### config.mk
export PLATFORM = sky130hd
export DESIGN_NAME = ifetch
export DESIGN_NICKNAME = d
export VERILOG_FILES = /design/src/rtl/ifetch.sv
export SDC_FILE = /design/constraint.sdc
export NUM_CORES = 1
export LEC_CHECK = 0
export BUFFER_PORTS_ARGS = -buffer_cell sky130_fd_sc_hd__clkbuf_2
export CAP_MARGIN = 20
export CORE_MARGIN = 3
export CORE_UTILIZATION = 50
export DETAILED_ROUTE_END_ITERATION = 6
export MAX_ROUTING_LAYER = met4
export PLACE_DENSITY = 0.89
export SLEW_MARGIN = 25
export SYNTH_ARGS = -nofsm -noshare
export SYNTH_HDL_FRONTEND = slang
export SYNTH_SLANG_ARGS = --single-unit
### constraint.sdc
create_clock -name clk -period 3.8 [get_ports clk]
set_input_delay 0.57 -clock clk [delete_from_list [all_inputs] [get_ports clk]]
set_output_delay 0.57 -clock clk [all_outputs]
set_load 0.1 [all_outputs]
### src/rtl/ifetch.sv
// rtl/ifetch.sv - Instruction fetch stage: in-order imem requests, PC-tagged buffer, redirect discard
module ifetch #(
  parameter int DEPTH = 2
) (
  input  logic        clk,
  input  logic        rst,
  input  logic [15:0] pc_in,
  output logic [15:0] nextpc,
  input  logic        redirect_valid,
  input  logic [15:0] redirect_pc,
  output logic        imem_req_valid,
  output logic [15:0] imem_req_addr,
  input  logic        imem_req_ready,
  input  logic        imem_resp_valid,
  input  logic [15:0] imem_resp_data,
  output logic        if_valid,
  output logic [15:0] if_instr,
  output logic [15:0] if_pc,
  input  logic        if_ready
);
  localparam int AW = $clog2(DEPTH);
  localparam int CW = AW + 1;

  logic [15:0]      pc_q    [DEPTH];
  logic [15:0]      instr_q [DEPTH];
  logic [DEPTH-1:0] filled_q, filled_d;
  logic [AW-1:0]    head_q, tail_q, fill_q;
  logic [CW-1:0]    cnt_q, cnt_d;
  logic [CW-1:0]    pend_q, pend_d;
  logic [CW-1:0]    drop_q, drop_d;
  logic [CW-1:0]    owed;
  logic             fire, deq, resp_drop, resp_fill;

  assign imem_req_valid = !rst && !redirect_valid &&
                          (({1'b0, cnt_q} + {1'b0, drop_q}) < (CW+1)'(DEPTH));
  assign imem_req_addr  = pc_in;
  assign fire           = imem_req_valid && imem_req_ready;

  assign nextpc = redirect_valid ? redirect_pc :
                  fire           ? pc_in + 16'd2 : pc_in;

  assign if_valid = filled_q[head_q] && !redirect_valid;
  assign if_instr = instr_q[head_q];
  assign if_pc    = pc_q[head_q];
  assign deq      = if_valid && if_ready;

  // pend_q counts allocated entries still waiting for data; stale responses are served first
  assign resp_drop = imem_resp_valid && (drop_q != '0);
  assign resp_fill = imem_resp_valid && (drop_q == '0) && (pend_q != '0) && !redirect_valid;
  assign owed      = drop_q + pend_q;

  always_comb begin
    cnt_d    = cnt_q;
    pend_d   = pend_q;
    drop_d   = drop_q;
    filled_d = filled_q;
    if (redirect_valid) begin
      cnt_d    = '0;
      pend_d   = '0;
      filled_d = '0;
      drop_d   = (imem_resp_valid && (owed != '0)) ? owed - CW'(1) : owed;
    end else begin
      cnt_d  = cnt_q + CW'(fire) - CW'(deq);
      pend_d = pend_q + CW'(fire) - CW'(resp_fill);
      drop_d = drop_q - CW'(resp_drop);
      if (resp_fill) filled_d[fill_q] = 1'b1;
      if (deq)       filled_d[head_q] = 1'b0;
    end
  end

  always_ff @(posedge clk or posedge rst) begin
    if (rst) begin
      cnt_q    <= '0;
      pend_q   <= '0;
      drop_q   <= '0;
      filled_q <= '0;
      head_q   <= '0;
      tail_q   <= '0;
      fill_q   <= '0;
      for (int i = 0; i < DEPTH; i++) begin
        pc_q[i]    <= '0;
        instr_q[i] <= '0;
      end
    end else begin
      cnt_q    <= cnt_d;
      pend_q   <= pend_d;
      drop_q   <= drop_d;
      filled_q <= filled_d;
      if (redirect_valid) begin
        head_q <= '0;
        tail_q <= '0;
        fill_q <= '0;
      end else begin
        if (fire) begin
          pc_q[tail_q] <= pc_in;
          tail_q       <= tail_q + AW'(1);
        end
        if (resp_fill) begin
          instr_q[fill_q] <= imem_resp_data;
          fill_q          <= fill_q + AW'(1);
        end
        if (deq) head_q <= head_q + AW'(1);
      end
    end
  end

  // A response with nothing outstanding is illegal stimulus
  resp_owed_a: assert property (@(posedge clk) disable iff (rst)
    imem_resp_valid |-> (drop_q != '0 || pend_q != '0));

endmodule

==> results.py <==
metrics = {
    "synthesis": {
        "synth_seq_area_share_pct": 45.6,
        "ys_ff_latch": 75,
        "synthCells": 341,
        "synth_area_sq_um": 4120,
        "synth_edf_count": 0,
        "synth.avg_cell_area_sq_um": 12.1,
        "async_flop_share_pct": 100,
        "synth_cell_type_count": 47,
        "synthTopCellsByArea": "dfrtp_1 46%, mux2_2 24%, mux2_4 3.3%",
        "synth_warnings": 0,
        "post-synth-top-area-cell": "dfrtp_1",
        "synth_top_area_share_pct": 45.6,
        "synth_flop_cell": "dfrtp_1",
        "synth_nets": 404,
    },
    "sta": {
        "setup_tns_ps": 0,
        "fin_skew_ps": 7.00,
        "min_period_over_period_pct": 96.4,
        "worst_slew_margin_rel_pct": 32.5,
        "max_clock_freq_mhz": 273,
        "worst_slack_ps": 138,
        "fin_crit_ps": 3660,
        "rsz0062_at_grt": "no",
        "drv_slew": 0,
        "setup_viol": 0,
        "worst_pin_slew_ps": 1010,
        "hold_viol_final": 0,
    },
    "cells_and_area": {
        "final_common_cell": "clkbuf_2",
        "final_nets": 506,
        "drive_above_1_share_pct": 56.7,
        "design_area_sq_um": 5090,
        "fill_cells": 641,
        "diodes": 0,
        "stdcell_count": 550,
        "area_growth_pct": 23.7,
        "final_cell_mix": "105 x clkbuf_2, 87 x mux2_2, 75 x dfrtp_1",
    },
    "place": {
        "io_buffers": 119,
        "hpwl_um": 6840,
        "gp_congestion": 0.842,
        "placed_area_sq_um": 4880,
        "place_ws_ps": 438,
        "dp.cells": 534,
    },
    "clock_tree": {
        "cts_tree": "yes",
        "cts_buffer_depth": 2,
        "clk_latency_ps": 340,
        "ctsHtreeMaxLevel": 3,
        "path_clk_slew_ps": 80,
        "cts-root-buf": "clkbuf_8",
        "post_cts_buffers": 0,
        "numClockSinks": 75,
        "cts_buffers": 9,
    },
    "drt": {
        "vias_per_cell": 5.43,
        "top_layer": "met4",
        "drt_pass1_iterations": 4,
        "route.met2.wl_um": 4550,
        "routedLengthMet1_um": 3910,
        "finalWirelength_um": 9020,
        "vias": 2985,
        "drc_errors": 0,
        "drt-initial-drc-count": 128,
        "dr_wl_met3_um": 374,
        "wl_per_cell_um": 16.4,
        "postRouteAntennaNets": 0,
    },
    "critical_path": {
        "end_kind": "primary output",
        "cp_max_fo": 8,
        "critPathKind": "register to primary output",
        "critPathArrivalTime_ps": 3090,
        "rrSetupSlack_ps": 860,
        "cp_num_buf_inv": 2,
        "cp.required_ps": 3230,
        "slowest_delay_ps": 570,
        "cpMaxStageDelayCell": "or4_4",
        "worstPathCellList": "and2_1 > fa_1 > or4_4 > clkinv_4 > nand2_1 > or4_1 > a31oi_4 > buf_12",
        "critPathTopFamily": "simple AND/OR/NAND/NOR gates",
        "cp-start-kind": "register",
    },
    "die": {
        "die_area_sq_um": 9350,
        "pin_count": 120,
        "dieWidth_um": 96.7,
        "start_util_pct": 52.4,
        "fp-row-count": 32,
        "die_h_um": 96.7,
        "core-area_sq_um": 7850,
    },
    "flow_run": {
        "maxCapViolCount": 0,
    },
    "global_route": {
        "antenna_found_initial": 0,
        "grt_pass1_wl_um": 15600,
        "grt_pass1_vias": 3236,
        "gr-total-overflow": 0,
        "grt.total_usage_pct": 20.8,
        "grt_max_degree": 56,
    },
    "power_and_ir_drop": {
        "finalPower_mw": 3.84,
        "p_leak_nw": 2.56,
        "vdd_drop_max_mv": 0.550,
        "power_density_nw_per_um2": 753,
    },
    "outcome": {
        "status": "finished clean",
    },
    "min_path": {
        "hp-class": "input pin to asynchronous set/reset pin",
    },
}
-- what timing repair did --
item / in CTS / in global routing
gates resized for setup: 0 / 1
hold buffers: 0 / 0
endpoints found under the setup margin: 0 / 2
-- synth_stat cells, types with 2 or more instances --
library cell / instances
buf_6: 2
buf_1: 5
nor2_1: 13
inv_1: 8
o31a_1: 2
clkbuf_1: 7
o21ai_0: 13
buf_4: 16
nand2_1: 17
nor3b_1: 2
nand2b_1: 2
ha_1: 8
nor2b_1: 5
a211oi_1: 3
nand4_1: 3
or4_1: 2
mux2_4: 9
mux2i_1: 4
xor2_1: 8
xnor2_1: 9
nand3_1: 7
a31oi_1: 2
nor3_1: 4
dfrtp_1: 75
buf_2: 2
mux2_2: 87
nor4_1: 4
and2_1: 2
or2_1: 2
-- logic make-up (layout without fill, tap and decap cells) --
logic type | after synthesis | in the layout | synth area share [%]
AO/OA/AOI/OAI | 28 | 28 | 4.41
multiplexers | 100 | 100 | 28.1
adder cells (fa/ha/maj) | 9 | 9 | 2.92
buffers and inverters | 42 | 149 | 6.11
AND/OR/NAND/NOR | 70 | 70 | 9.27
XOR/XNOR | 17 | 17 | 3.62
flip-flops | 75 | 75 | 45.6
-- through the flow --
stage | hold WS, ps | utilization [%]
4_1_cts | 353 | 64.8
6_report | 327 | 64.9
5_1_grt | 398 | 64.9
2_1_floorplan | 444 | -
3_3_place_gp | 459 | 62.2
3_5_place_dp | 467 | 62.2
-- sequential cells by signal (all words and copies together) (netlist names) --
register / cells
instr_q: 32
filled_q: 2
pend_q: 2
fill_q: 1
cnt_q: 2
tail_q: 1
head_q: 1
pc_q: 32
drop_q: 2
-- power by group --
group          switching [mW]  internal, mW  total [mW]
logic                    1.61         0.508        2.11
registers               0.112         0.996        1.11
clock network           0.307         0.306       0.613
total                    2.03          1.81        3.84
-- final timing paths --
check | depth (start not counted) | endpoint | startpoint
max | 8 | nextpc[13] | drop_q[0]
min | 2 | cnt_q[1] | rst
max reg2reg | 7 | pc_q[22] | drop_q[0]
min reg2reg | 2 | pc_q[8] | pc_q[8]
max in group asynchronous | 3 | instr_q[7] | rst
min in group clk | 2 | instr_q[1] | imem_resp_data[1]
-- area by class of cell --
type / count / area [sq um] / share of cell area (%)
Tap cell: 102 / 128 / 2.51
Clock inverter: 7 / 77.6 / 1.52
Inverter: 9 / 41.3 / 0.811
Clock buffer: 9 / 124 / 2.43
Multi-Input combinational cell: 224 / 2060 / 40.5
Sequential cell: 75 / 1880 / 36.9
Timing Repair Buffer: 124 / 781 / 15.3
-- routing by layer --
layer	GRT usage, %	vias up
li1	-	1407
met1	25.0	1483
met2	34.8	77
met3	3.75	18
met4	7.88	0
met5	-	-
Power figures use the tool's default switching activity.
